`src/rtl/matrix_result_streamer_pkg.sv`:
```
// Shared definitions for the matrix result streamer: element width and FSM state type.
package matrix_result_streamer_pkg;

  localparam int unsigned ELEM_W = 32;

  typedef enum logic [0:0] {
    ST_IDLE   = 1'b0,
    ST_STREAM = 1'b1
  } state_e;

endpackage

```
`src/rtl/matrix_result_streamer.sv`:
```
// Captures an NxN result matrix in one cycle and streams it row-major over a valid/ready port.
module matrix_result_streamer
  import matrix_result_streamer_pkg::*;
#(
  parameter  int unsigned N     = 4,
  localparam int unsigned IDX_W = $clog2(N)
) (
  input  logic                           i_clk,
  input  logic                           i_arst_n,
  input  logic [N-1:0][N-1:0][ELEM_W-1:0] i_c,
  input  logic                           i_validResult,
  output logic [ELEM_W-1:0]              o_data,
  output logic                           o_valid,
  input  logic                           i_ready,
  output logic [IDX_W-1:0]               o_row,
  output logic [IDX_W-1:0]               o_col,
  output logic                           o_last,
  output logic                           o_busy,
  output logic                           o_overrun
);

  if ((N < 3) || (N > 255)) begin : g_n_range
    $error("matrix_result_streamer: N must be within 3..255");
  end

  state_e                           state_q, state_d;
  logic [N-1:0][N-1:0][ELEM_W-1:0]  mat_q;
  logic [IDX_W-1:0]                 row_d, col_d, step_row, step_col;
  logic [ELEM_W-1:0]                data_d;
  logic                             last_d, overrun_d, capture, xfer;

  // Next-state and next-output decode; a capture overrides any other update.
  always_comb begin
    state_d   = state_q;
    row_d     = o_row;
    col_d     = o_col;
    data_d    = o_data;
    last_d    = o_last;
    overrun_d = 1'b0;
    capture   = 1'b0;
    xfer      = (state_q == ST_STREAM) && i_ready;
    step_row  = o_row;
    step_col  = o_col + IDX_W'(1);
    if (o_col == IDX_W'(N - 1)) begin
      step_col = '0;
      step_row = o_row + IDX_W'(1);
    end

    case (state_q)
      ST_IDLE: capture = i_validResult;
      ST_STREAM: begin
        if (xfer && o_last) begin
          capture = i_validResult;
          if (!i_validResult) begin
            state_d = ST_IDLE;
            row_d   = '0;
            col_d   = '0;
            data_d  = '0;
            last_d  = 1'b0;
          end
        end else begin
          // A new result while the previous matrix is still draining is dropped.
          overrun_d = i_validResult;
          if (xfer) begin
            row_d  = step_row;
            col_d  = step_col;
            data_d = mat_q[step_row][step_col];
            last_d = (step_row == IDX_W'(N - 1)) && (step_col == IDX_W'(N - 1));
          end
        end
      end
      default: state_d = ST_IDLE;
    endcase

    if (capture) begin
      state_d = ST_STREAM;
      row_d   = '0;
      col_d   = '0;
      data_d  = i_c[0][0];
      last_d  = 1'b0;
    end
  end

  // State and registered outputs.
  always_ff @(posedge i_clk or negedge i_arst_n) begin
    if (!i_arst_n) begin
      state_q   <= ST_IDLE;
      o_row     <= '0;
      o_col     <= '0;
      o_data    <= '0;
      o_last    <= 1'b0;
      o_valid   <= 1'b0;
      o_busy    <= 1'b0;
      o_overrun <= 1'b0;
    end else begin
      state_q   <= state_d;
      o_row     <= row_d;
      o_col     <= col_d;
      o_data    <= data_d;
      o_last    <= last_d;
      o_valid   <= (state_d == ST_STREAM);
      o_busy    <= (state_d == ST_STREAM);
      o_overrun <= overrun_d;
    end
  end

  // Matrix buffer is data-only and needs no reset.
  always_ff @(posedge i_clk) begin
    if (capture) begin
      mat_q <= i_c;
    end
  end

endmodule

```
`config.mk`:
```
export PLATFORM = sky130hd
export DESIGN_NAME = matrix_result_streamer
export DESIGN_NICKNAME = d
export VERILOG_FILES = /design/src/rtl/matrix_result_streamer_pkg.sv /design/src/rtl/matrix_result_streamer.sv
export SDC_FILE = /design/constraint.sdc
export NUM_CORES = 1
export LEC_CHECK = 0
export CAP_MARGIN = 20
export CORE_MARGIN = 2
export CORE_UTILIZATION = 55
export DETAILED_ROUTE_END_ITERATION = 8
export PLACE_DENSITY = 0.92
export SETUP_SLACK_MARGIN = 0.15
export SYNTH_ARGS = -nofsm -noshare
export SYNTH_HDL_FRONTEND = slang
export SYNTH_SLANG_ARGS = --single-unit
```
`constraint.sdc`:
```
create_clock -name i_clk -period 35.6 [get_ports i_clk]
set_input_delay 7.12 -clock i_clk [delete_from_list [all_inputs] [get_ports i_clk]]
set_output_delay 7.12 -clock i_clk [all_outputs]
set_load 0.02 [all_outputs]
```
Word level (Yosys, flattened, before mapping)
Index checks and enable logic that the tools add are counted.
{"block": "word_totals", "register_bits": 551}
{"block": "op_classes", "addsub": 2, "magnitude_cmp": 2, "eq_ne": 4, "mux": 33, "n_bitwise": 1, "reduce_logical": 6}
{"cell": "$bmux W128 S2", "count": 1}
{"cell": "$mux W32", "count": 6}
{"cell": "$mux W128", "count": 1}
{"cell": "$bmux W32 S2", "count": 1}
{"cell": "$mux W2", "count": 11}
{"cell": "$mux W1", "count": 12}
{"cell": "$eq A2 B2 Y1 const B", "count": 3}
{"cell": "$lt A2 B3 Y1 const B", "count": 2}
{"cell": "$add A2 B1 Y2 const B", "count": 2}
{"cell": "$logic_and A1 B1 Y1", "count": 3}
{"cell": "$ne A3 B3 Y1 const B", "count": 1}
{"cell": "$reduce_and A3 Y1", "count": 1}
{"cell": "$reduce_bool A3 Y1", "count": 1}
{"cell": "$pmux W1 S2", "count": 1}
{"cell": "$reduce_bool A2 Y1", "count": 1}
{"cell": "$not A1 Y1", "count": 1}

Longest topological paths before layout
{"block": "logic_depth", "word_depth": 10, "ltp_mapped": 11, "depth_no_buf": 7}

Worst setup path before layout
No wires, ideal clock.
{"block": "synth_timing", "kind": "input to register", "from": "in i_validResult", "to": "reg mat_q[0] in the netlist's numbering, enable pin", "setup_time_ps": 1399, "t_arrival_ps": 28589, "required_ps": 34201, "path_slack_ps": 5611, "path_stages": 3, "path_buffers": 1, "path_cell_list": "inv_1 -> clkbuf_1 -> nor2_1"}
{"block": "synth_via", "elab_chain_len": 2}
{"element": "start, declared", "line": "matrix_result_streamer.sv:11", "text": "input logic i_validResult,"}
{"element": "$mux W1", "line": "matrix_result_streamer.sv:52", "text": "if (xfer && o_last) begin"}
{"element": "$pmux W1 S2 *", "line": "matrix_result_streamer.sv:49", "text": "case (state_q)"}
{"element": "net capture", "line": "matrix_result_streamer.sv:30", "text": "logic last_d, overrun_d, capture, xfer;"}
{"element": "end signal, assigned", "line": "matrix_result_streamer.sv:110", "text": "mat_q <= i_c;"}
{"element": "end, declared", "line": "matrix_result_streamer.sv:27", "text": "logic [N-1:0][N-1:0][ELEM_W-1:0] mat_q;"}
Mark *: on every way through the listed nets, which the timed path passes. The rest lies on a longest branch.
A chain may end at the register's enable or synchronous reset.

Final worst setup path
{"block": "layout_timing", "from": "in i_validResult", "to": "reg mat_q[60] in the netlist's numbering, enable pin"}
The elaborated chain is that of the path after synthesis.

==> reports/results.tsv <==
metric	value	unit
viasPerCell	6.83	
grtUsageMet1	39.6	%
cts_made_buffers	55	
share_seq_of_total_power	34.6	%
fin_tns_setup	0	ns
grt_antenna_before_repair	30	
htreeDepth	2	
cts_tree	built	
cts_resized	0	
areaGrowthSynthToFinish	30.7	%
syn_avg_cell_area	17.8	um^2
cp.required	35.81	ns
netlist_area	0.0254	mm^2
die_x	219	um
clock.fmax	97.8	MHz
post-place-ws	24.18	ns
yosys_warnings	0	
stdcell_area	0.0332	mm^2
multi_input_area	0.00853	mm^2
p_sw_share	33.8	%
grt.total_usage	33.6	%
vdd_ir_drop_max	0.0000934	V
rsz0062_at_grt	no	
dieArea	0.0479	mm^2
grt_overflow	0	
yosysUniqueCellTypes	44	
ys_async_sr_fraction	7.08	%
row_count	78	
cp-start-kind	primary input	
synth_seq_cells	551	
ys.flop_type	edfxtp_1	
clk_pin_slew	0.06	ns
finalPower	2.19	mW
setup_violations	0	
grt_start_max_net_pins	204	
postRouteAntennaNets	0	
skew	0.0367	ns
drcViolationCount	0	
end_kind	flop	
cts_setup_buffers	0	
vias	17900	
cts_hold_buf	0	
tightest_slew	1.21	ns
synthCells	1428	
comb_power_share	40.1	%
worstHoldPathType	flop to flop	
wl_per_cell	31.1	um
postPlaceCellArea	0.0314	mm^2
cp_common_cell	buf_4	
max_cap_viol_count	0	
core	0.0455	mm^2
drt_pass1_iterations	7	
synth-edff-count	512	
leakagePower	10.6	nW
totalWireLength	81200	um
setup_slack	25.38	ns
ctsLongestPathBuffers	3	
cp.arrival	10.43	ns
start_util	55.8	%
dp.final_hpwl	52400	um
yosysSeqAreaShare	64.4	%
fin_crit	10.22	ns
regArea	0.0164	mm^2
internal_power	1.45	mW
clock-root-buffer	clkbuf_16	
drtIter0Drc	2597	
crit_buf_inv	5	
grt_pass1_wl	116000	um
finalHoldViolCount	0	
finalMaxSlewViolations	0	
crit_fanout	82	
slew_headroom	19.1	%
path_cells	clkdlybuf4s50_1, inv_2, nor2_4, buf_4, buf_4, buf_4	
grt_pass1_vias	18400	
die_y	219	um
status	completed	
gr-usage-met2	56.3	%
gp_congestion	0.870	
worstSkewPairLatency	0.61	ns
n_fill_cell	2593	
final_nets	2468	
p_per_area	66.0	mW/mm^2
finalCritPeriodShare	28.7	%
top_usage_layer	met2	
whs	0.567	ns
drive_above_1_share	17.1	%
critPathSlowestCell	buf_4	
ios	556	
critPathKind	primary input to flop	
switchingPower	0.740	mW
pwr-share-clk	25.4	%
grtUsageMet3	9.08	%
cpPeakStageDelay	0.85	ns
port_buffers	555	
cp_top_family	buffers and inverters	
cts.sinks	551	
synth_nets	1946	
-- final timing paths --
kind,from,end,slack (ns),cells past startpoint
min in group asynchronous,i_arst_n,o_data[13],6.66,2
max in group asynchronous,i_arst_n,o_row[1],28.34,2
worst min-delay path,o_data[30],o_data[30],0.57,1
worst max register to register,o_col[0],o_data[28],31.35,7
worst max-delay path,i_validResult,mat_q[60],25.38,6
worst min register to register,o_data[30],o_data[30],0.57,1
-- kinds of logic (layout without fill, tap and decap cells) --
kind of cell	after synthesis	in the layout	share of synthesized area, %
DFF	551	551	64.4
muxes	329	329	22.6
AOI/OAI and AO/OA	283	283	7.40
and+or+nand+nor	144	144	3.06
buffers and inverters	118	681	2.38
adders and majority gates	2	2	0.0986
xor gates and xnor gates	1	1	0.0345
other	0	23	0
-- final cells by class --
cell class                 instances  area share (%)
tap                              600            2.26
timing repair buffer             578            17.4
multi-input combinational        759            25.7
antenna                           23           0.174
sequential                       551            49.3
inverter                           5          0.0566
clock buffer                      65            4.26
clock inverter                    33           0.788
-- placed cells by master (no fill, tap or decap), types with 4 or more instances in the layout --
cell	count
o31a_1	7
clkbuf_1	10
clkdlybuf4s50_1	554
clkbuf_16	55
a31o_2	19
nand4_1	7
nor2_1	38
and4_1	23
dfrtp_1	38
a31o_1	4
a22oi_1	121
nand2_1	15
nand3_1	27
buf_4	19
clkinv_1	6
mux2i_1	133
edfxtp_1	512
a21oi_1	80
diode_2	23
mux4_2	195
nor3_1	17
clkinvlp_4	4
o21ai_0	38
clkinv_2	15
-- layer usage --
metal / share of wire, % / vias to the layer above
li1: - / 7121
met1: 32 / 8776
met2: 50 / 1550
met3: 12 / 392
met4: 6.3 / 16
met5: 0.13 / -
-- flip-flops by register name (all words and copies together) (netlist names) --
signal     flops
mat_q        512
o_col          2
o_data        32
o_last         1
o_overrun      1
o_row          2
state_q        1
-- cells in the mapped netlist (all sizes together) (2+ instances only) --
cell type / instances / area, um^2
edfxtp: 512 / 15400
dfrtp: 39 / 976
and2: 2 / 12.5
o31a: 7 / 61.3
nand2b: 2 / 12.5
nand4: 7 / 43.8
clkbuf: 53 / 199
nor2: 40 / 150
buf: 60 / 387
nor4: 2 / 25.0
nand2: 15 / 56.3
inv: 5 / 18.8
or2: 2 / 12.5
a221oi: 2 / 17.5
o21ai: 38 / 190
a22oi: 121 / 908
nor3: 17 / 85.1
mux4: 195 / 4390
and4: 23 / 201
mux2i: 133 / 1330
ha: 2 / 25.0
a31o: 23 / 201
o22ai: 2 / 12.5
nor2b: 4 / 25.0
o221a: 2 / 22.5
a21oi: 81 / 405
nand3: 28 / 140
-- power groups by stage --
stage / logic [mW] / registers (mW) / clock network (mW)
final: 0.877 / 0.757 / 0.556
after global routing: 0.918 / 0.759 / 0.581
after detailed placement: 0.844 / 0.769 / 0
after global placement: 0.810 / 0.766 / 0
after CTS: 0.862 / 0.756 / 0.559
after floorplan: 0.560 / 0.792 / 0
-- per-stage QoR --
| stage | cells | util, % |
|---|---|---|
| 2_1_floorplan | 1428 | - |
| 3_3_place_gp | 2491 | 69.0 |
| 3_5_place_dp | 2491 | 69.0 |
| 4_1_cts | 2589 | 72.7 |
| 5_1_grt | 2608 | 72.9 |
| 6_report | 2614 | 72.9 |
(Power assumes the default switching activity.)
